## src/rtl/hazard_ctrl.sv

```systemverilog
// Pipeline hazard controller: operand forwarding, load-use and data-memory
// wait stalls, branch flushes, memory timeout fault and performance counters.
module hazard_ctrl #(
    parameter int TIMEOUT = 15,
    parameter int CNTW    = 32
) (
    input  logic            clk,
    input  logic            reset,
    input  logic [4:0]      Rs1D,
    input  logic [4:0]      Rs2D,
    input  logic [4:0]      Rs1E,
    input  logic [4:0]      Rs2E,
    input  logic [4:0]      RdE,
    input  logic [4:0]      RdM,
    input  logic [4:0]      RdW,
    input  logic            LoadE,
    input  logic            RegWriteM,
    input  logic            RegWriteW,
    input  logic            PCSrcE,
    input  logic            DMemReqM,
    input  logic            DMemReady,
    output logic [1:0]      ForwardAE,
    output logic [1:0]      ForwardBE,
    output logic            StallF,
    output logic            StallD,
    output logic            StallE,
    output logic            StallM,
    output logic            FlushD,
    output logic            FlushE,
    output logic            FlushW,
    output logic            MemFault,
    output logic [CNTW-1:0] StallCount,
    output logic [CNTW-1:0] FlushCount
);

    localparam int WCW = (TIMEOUT < 1) ? 1 : $clog2(TIMEOUT + 1);
    localparam logic [WCW-1:0]  TIMEOUT_W = WCW'(TIMEOUT);
    localparam logic [WCW-1:0]  WCNT_ONE  = WCW'(1'b1);
    localparam logic [CNTW-1:0] CNT_ONE   = CNTW'(1'b1);
    localparam logic [CNTW-1:0] CNT_MAX   = {CNTW{1'b1}};

    typedef enum logic [1:0] {
        ST_RUN   = 2'd0,
        ST_WAIT  = 2'd1,
        ST_FAULT = 2'd2
    } state_t;

    state_t          state_r;
    state_t          state_nx_s;
    logic [WCW-1:0]  wait_cnt_r;
    logic [WCW-1:0]  wait_cnt_nx_s;
    logic            mem_fault_r;
    logic [CNTW-1:0] stall_count_r;
    logic [CNTW-1:0] flush_count_r;
    logic            lw_stall_s;
    logic            mem_stall_s;

    // Memory stage has priority because it holds the youngest result.
    function automatic logic [1:0] fwd_sel(input logic [4:0] rs, input logic [4:0] rdm,
                                           input logic [4:0] rdw, input logic rwm,
                                           input logic rww);
        logic [1:0] sel;
        if ((rs != 5'd0) && (rs == rdm) && rwm) begin
            sel = 2'b10;
        end else if ((rs != 5'd0) && (rs == rdw) && rww) begin
            sel = 2'b01;
        end else begin
            sel = 2'b00;
        end
        return sel;
    endfunction

    // FSM state and wait-cycle counter register
    always_ff @(posedge clk or posedge reset) begin
        if (reset) begin
            state_r    <= ST_RUN;
            wait_cnt_r <= {WCW{1'b0}};
        end else begin
            state_r    <= state_nx_s;
            wait_cnt_r <= wait_cnt_nx_s;
        end
    end

    // FSM next-state logic; FAULT is only left through reset
    always_comb begin
        state_nx_s    = state_r;
        wait_cnt_nx_s = wait_cnt_r;
        case (state_r)
            ST_RUN: begin
                if (DMemReqM && !DMemReady) begin
                    state_nx_s    = ST_WAIT;
                    wait_cnt_nx_s = WCNT_ONE;
                end else begin
                    state_nx_s    = ST_RUN;
                    wait_cnt_nx_s = {WCW{1'b0}};
                end
            end
            ST_WAIT: begin
                if (DMemReady) begin
                    state_nx_s    = ST_RUN;
                    wait_cnt_nx_s = {WCW{1'b0}};
                end else if (wait_cnt_r == TIMEOUT_W) begin
                    state_nx_s    = ST_FAULT;
                    wait_cnt_nx_s = wait_cnt_r;
                end else begin
                    state_nx_s    = ST_WAIT;
                    wait_cnt_nx_s = wait_cnt_r + WCNT_ONE;
                end
            end
            ST_FAULT: begin
                state_nx_s    = ST_FAULT;
                wait_cnt_nx_s = wait_cnt_r;
            end
            default: begin
                state_nx_s    = ST_RUN;
                wait_cnt_nx_s = {WCW{1'b0}};
            end
        endcase
    end

    // FSM outputs: stall, flush and forwarding controls, all zero-latency
    always_comb begin
        lw_stall_s  = LoadE && (RdE != 5'd0) && ((Rs1D == RdE) || (Rs2D == RdE));
        mem_stall_s = (DMemReqM && !DMemReady) || (state_r == ST_FAULT);
        ForwardAE   = fwd_sel(Rs1E, RdM, RdW, RegWriteM, RegWriteW);
        ForwardBE   = fwd_sel(Rs2E, RdM, RdW, RegWriteM, RegWriteW);
        StallM      = mem_stall_s;
        StallE      = mem_stall_s;
        StallF      = mem_stall_s || lw_stall_s;
        StallD      = mem_stall_s || lw_stall_s;
        FlushW      = mem_stall_s;
        // A frozen Execute stage must keep its instruction; the flush waits for release.
        FlushD      = PCSrcE && !mem_stall_s;
        FlushE      = (PCSrcE || lw_stall_s) && !mem_stall_s;
    end

    // Sticky fault flag and saturating stall/flush performance counters
    always_ff @(posedge clk or posedge reset) begin
        if (reset) begin
            mem_fault_r   <= 1'b0;
            stall_count_r <= {CNTW{1'b0}};
            flush_count_r <= {CNTW{1'b0}};
        end else begin
            mem_fault_r <= (state_nx_s == ST_FAULT);
            if (StallF && (stall_count_r != CNT_MAX)) begin
                stall_count_r <= stall_count_r + CNT_ONE;
            end else begin
                stall_count_r <= stall_count_r;
            end
            if (FlushE && (flush_count_r != CNT_MAX)) begin
                flush_count_r <= flush_count_r + CNT_ONE;
            end else begin
                flush_count_r <= flush_count_r;
            end
        end
    end

    assign MemFault   = mem_fault_r;
    assign StallCount = stall_count_r;
    assign FlushCount = flush_count_r;

endmodule

```

## config.mk

```make
export PLATFORM = sky130hd
export DESIGN_NAME = hazard_ctrl
export DESIGN_NICKNAME = d
export VERILOG_FILES = /design/src/rtl/hazard_ctrl.sv
export SDC_FILE = /design/constraint.sdc
export NUM_CORES = 1
export LEC_CHECK = 0
export CORE_MARGIN = 4
export CORE_UTILIZATION = 45
export CTS_CLUSTER_SIZE = 8
export DETAILED_ROUTE_END_ITERATION = 10
export DONT_BUFFER_PORTS = 1
export SLEW_MARGIN = 25
export SYNTH_ARGS = -nofsm -noshare
export SYNTH_HDL_FRONTEND = slang
export SYNTH_SLANG_ARGS = --single-unit
```

## constraint.sdc

```tcl
create_clock -name clk -period 2.66 [get_ports clk]
set_input_delay 0.399 -clock clk [delete_from_list [all_inputs] [get_ports clk]]
set_output_delay 0.399 -clock clk [all_outputs]
set_load 0.02 [all_outputs]
```

==> impl_metrics.tcl <==
set metrics [dict create \
    status "finished, final reports clean" \
    nets 431 \
    ios 119 \
    initial_utilization_pct 46.1 \
    required_ns 2.88 \
    h-tree-depth 3 \
    p_sw_w 0.000829 \
    p_per_area_mw_per_mm2 640 \
    internal-power_w 0.00187 \
    relSlewSlack_pct 31.3 \
    ant_nets 0 \
    dr.first_iter.drc_count 80 \
    drv_slew 0 \
    syn_inst 363 \
    avgRoutedWirePerCell_um 16.9 \
    core_region_area_mm2 0.00818 \
    cts-hold-fix-buffers 0 \
    cts_root_buffer "clkbuf_8" \
    total_power_w 0.00270 \
    grt_pass1_wl_um 14300 \
    ys_types 38 \
    hpwlAfterDp_um 6300 \
    die-area_mm2 0.00990 \
    final_util_pct 51.6 \
    max_freq_mhz 425 \
    rsz0062_at_grt "false" \
    postCtsSetupRepairBufs 0 \
    gp_congestion 0.823 \
    netlist.area_leader.share_pct 47.2 \
    yosys.area.top_type "dfrtp_1" \
    cts_tree "yes" \
    final_cell_mix "71 x dfrtp_1, 66 x xnor2_1, 32 x nand3_1" \
    totalWireLength_um 8360 \
    clk_pin_slew_ns 0.08 \
    rows 33 \
    cts_buffers 9 \
    r2r_cells 6 \
    ys_warn_count 0 \
    finalSetupViolations 0 \
    grt_overflow 0 \
    pwr-share-seq_pct 51.1 \
    netlist_area_mm2 0.00377 \
    start_kind "flip-flop" \
    grt_max_degree 40 \
    hp-class "input port to async pin" \
    vias 2718 \
    setup_tns_ns 0 \
    combinationalPowerShare_pct 14.1 \
    cts_buffer_depth 2 \
    grt_use_total_pct 17.9 \
    drv_cap 0 \
    dr.pass1.iters 4 \
    drive_gt1_share_pct 12.1 \
    numClockSinks 71 \
    die_w_um 99.5 \
    critical_path_class "flip-flop to flip-flop" \
    endpoint "FlushCount[11]" \
    syn_area_per_cell_um2 10.4 \
    area_delta_synth_final_pct 11.9 \
    worstSetupEndpointType "flip-flop" \
    clkPwrFrac_pct 34.9 \
    layout_commonest_cell "dfrtp_1" \
    ir_drop_mv 0.636 \
    cp_max_fo 19 \
    crit_start "FlushCount[9]" \
    r2r-end "FlushCount[11]" \
    final_hold_viol_count 0 \
    synth-seq-cells 71 \
    tightest_slew_ns 1.02 \
    p_sw_share_pct 30.7 \
    seq_area_frac_synth_pct 47.2 \
    io_buffers 0 \
    grt_pass1_vias 2832 \
    synthesis.nets 409 \
    fp.dieH_um 99.5 \
    rrSetupSlack_ns 0.31 \
    finalCritPeriodShare_pct 88.5 \
    routed_via_density 5.49 \
    ctsResizeCount 0 \
    cp_data_arrival_time_ns 2.57 \
    p_leak_nw 1.82 \
    r2r_start "FlushCount[9]" \
    n_antenna_cell 0 \
    synth_area_leaders "dfrtp_1 47%, xnor2_1 15%, xor2_1 6.5%, nand4_1 4.5%, nand3_1 4.3%" \
    period_needed_ns 2.35 \
    antenna_found_initial 0 \
    drc 0 \
    fin_worst_skew_ns 0.0148 \
    clk-insertion-delay-late_ns 0.35 \
]
sequential cells by signal, summed over array words and instances (netlist names):
| signal | cells |
|---|---|
| MemFault | 1 |
| state_r | 2 |
| StallCount | 32 |
| wait_cnt_r | 4 |
| FlushCount | 32 |
through the flow:
| step | setup slack [ns] | hold WS (ns) | area (um^2) | cells |
|---|---|---|---|---|
| global placement | 0.336 | 0.439 | 4000 | 479 |
| CTS | 0.292 | 0.0704 | 4210 | 495 |
| global route | 0.136 | 0.0915 | 4220 | 495 |
| finish | 0.307 | 0.0483 | 4220 | 495 |
| detailed placement | 0.290 | 0.453 | 4000 | 479 |
| floorplan | 0.355 | 0.476 | 3770 | 363 |
worst max-delay path, cell delays in order, from the launching register on:
cell	delay (ns)
dfrtp_1	0.50
and4_1	0.31
and2_1	0.26
nand4_1	0.16
and3_1	0.63
nand4_1	0.20
xnor2_1	0.16
per-layer routing:
layer / up-vias / global-route usage [%] / share of wire, %
met3: 10 / 6.87 / 8.2
met5: - / 0 / 0
met4: 0 / 5.67 / 1.2
li1: 1316 / - / -
met2: 79 / 28.4 / 48
met1: 1313 / 22.7 / 42
synth_stat cells:
cell type,number
nand4_1,27
inv_1,4
and4_4,1
o21a_1,1
and4_1,8
buf_2,4
xnor2_1,66
nor3_4,1
mux2_4,1
nand3_1,32
nor2b_2,1
and2_1,5
or3_1,1
nor2b_1,1
nand3_2,4
o21ai_0,2
nand2b_1,1
ha_1,3
a22o_1,1
a21boi_0,1
a21oi_1,2
a22oi_1,1
nor2_1,24
xor2_1,28
buf_6,2
or4_1,4
buf_4,4
a31oi_1,1
nor4b_1,1
dfrtp_1,71
and3_1,15
nor3_1,10
o21bai_1,1
o21ai_2,1
nand2_1,25
nor4_1,6
o21ai_1,1
nand3_4,1
worst min-delay path by stage:
stage | depth (start not counted) | startpoint | to
6_report | 1 | reset | FlushCount[29]
5_1_grt | 1 | reset | FlushCount[19]
4_1_cts | 1 | reset | FlushCount[31]
3_5_place_dp | 1 | reset | FlushCount[28]
3_3_place_gp | 1 | reset | FlushCount[31]
2_1_floorplan | 2 | wait_cnt_r[1] | wait_cnt_r[1]
cell families after synthesis:
family | share of synthesized area, %
and+or+nand+nor | 25.2
muxes | 0.399
adders and majority gates | 0.997
DFF | 47.2
xor gates and xnor gates | 21.9
AOI/OAI and AO/OA | 2.09
buffers and inverters | 2.33
final cells by class:
type                       count  area [um^2]
fill                         744         3960
multi-input combinational    278         1910
timing repair buffer          21          170
sequential                    71         1780
inverter                       4         15.0
clock inverter                 5         82.6
clock buffer                  11          131
tap                          105          131
power by group through the flow:
stage / clock network [W] / registers (W) / logic, W
2_1_floorplan: 0 / 0.00140 / 0.000267
3_3_place_gp: 0 / 0.00140 / 0.000377
4_1_cts: 0.000966 / 0.00138 / 0.000386
5_1_grt: 0.00102 / 0.00140 / 0.000436
6_report: 0.000940 / 0.00138 / 0.000380
3_5_place_dp: 0 / 0.00140 / 0.000383
(Power assumes the default switching activity.)
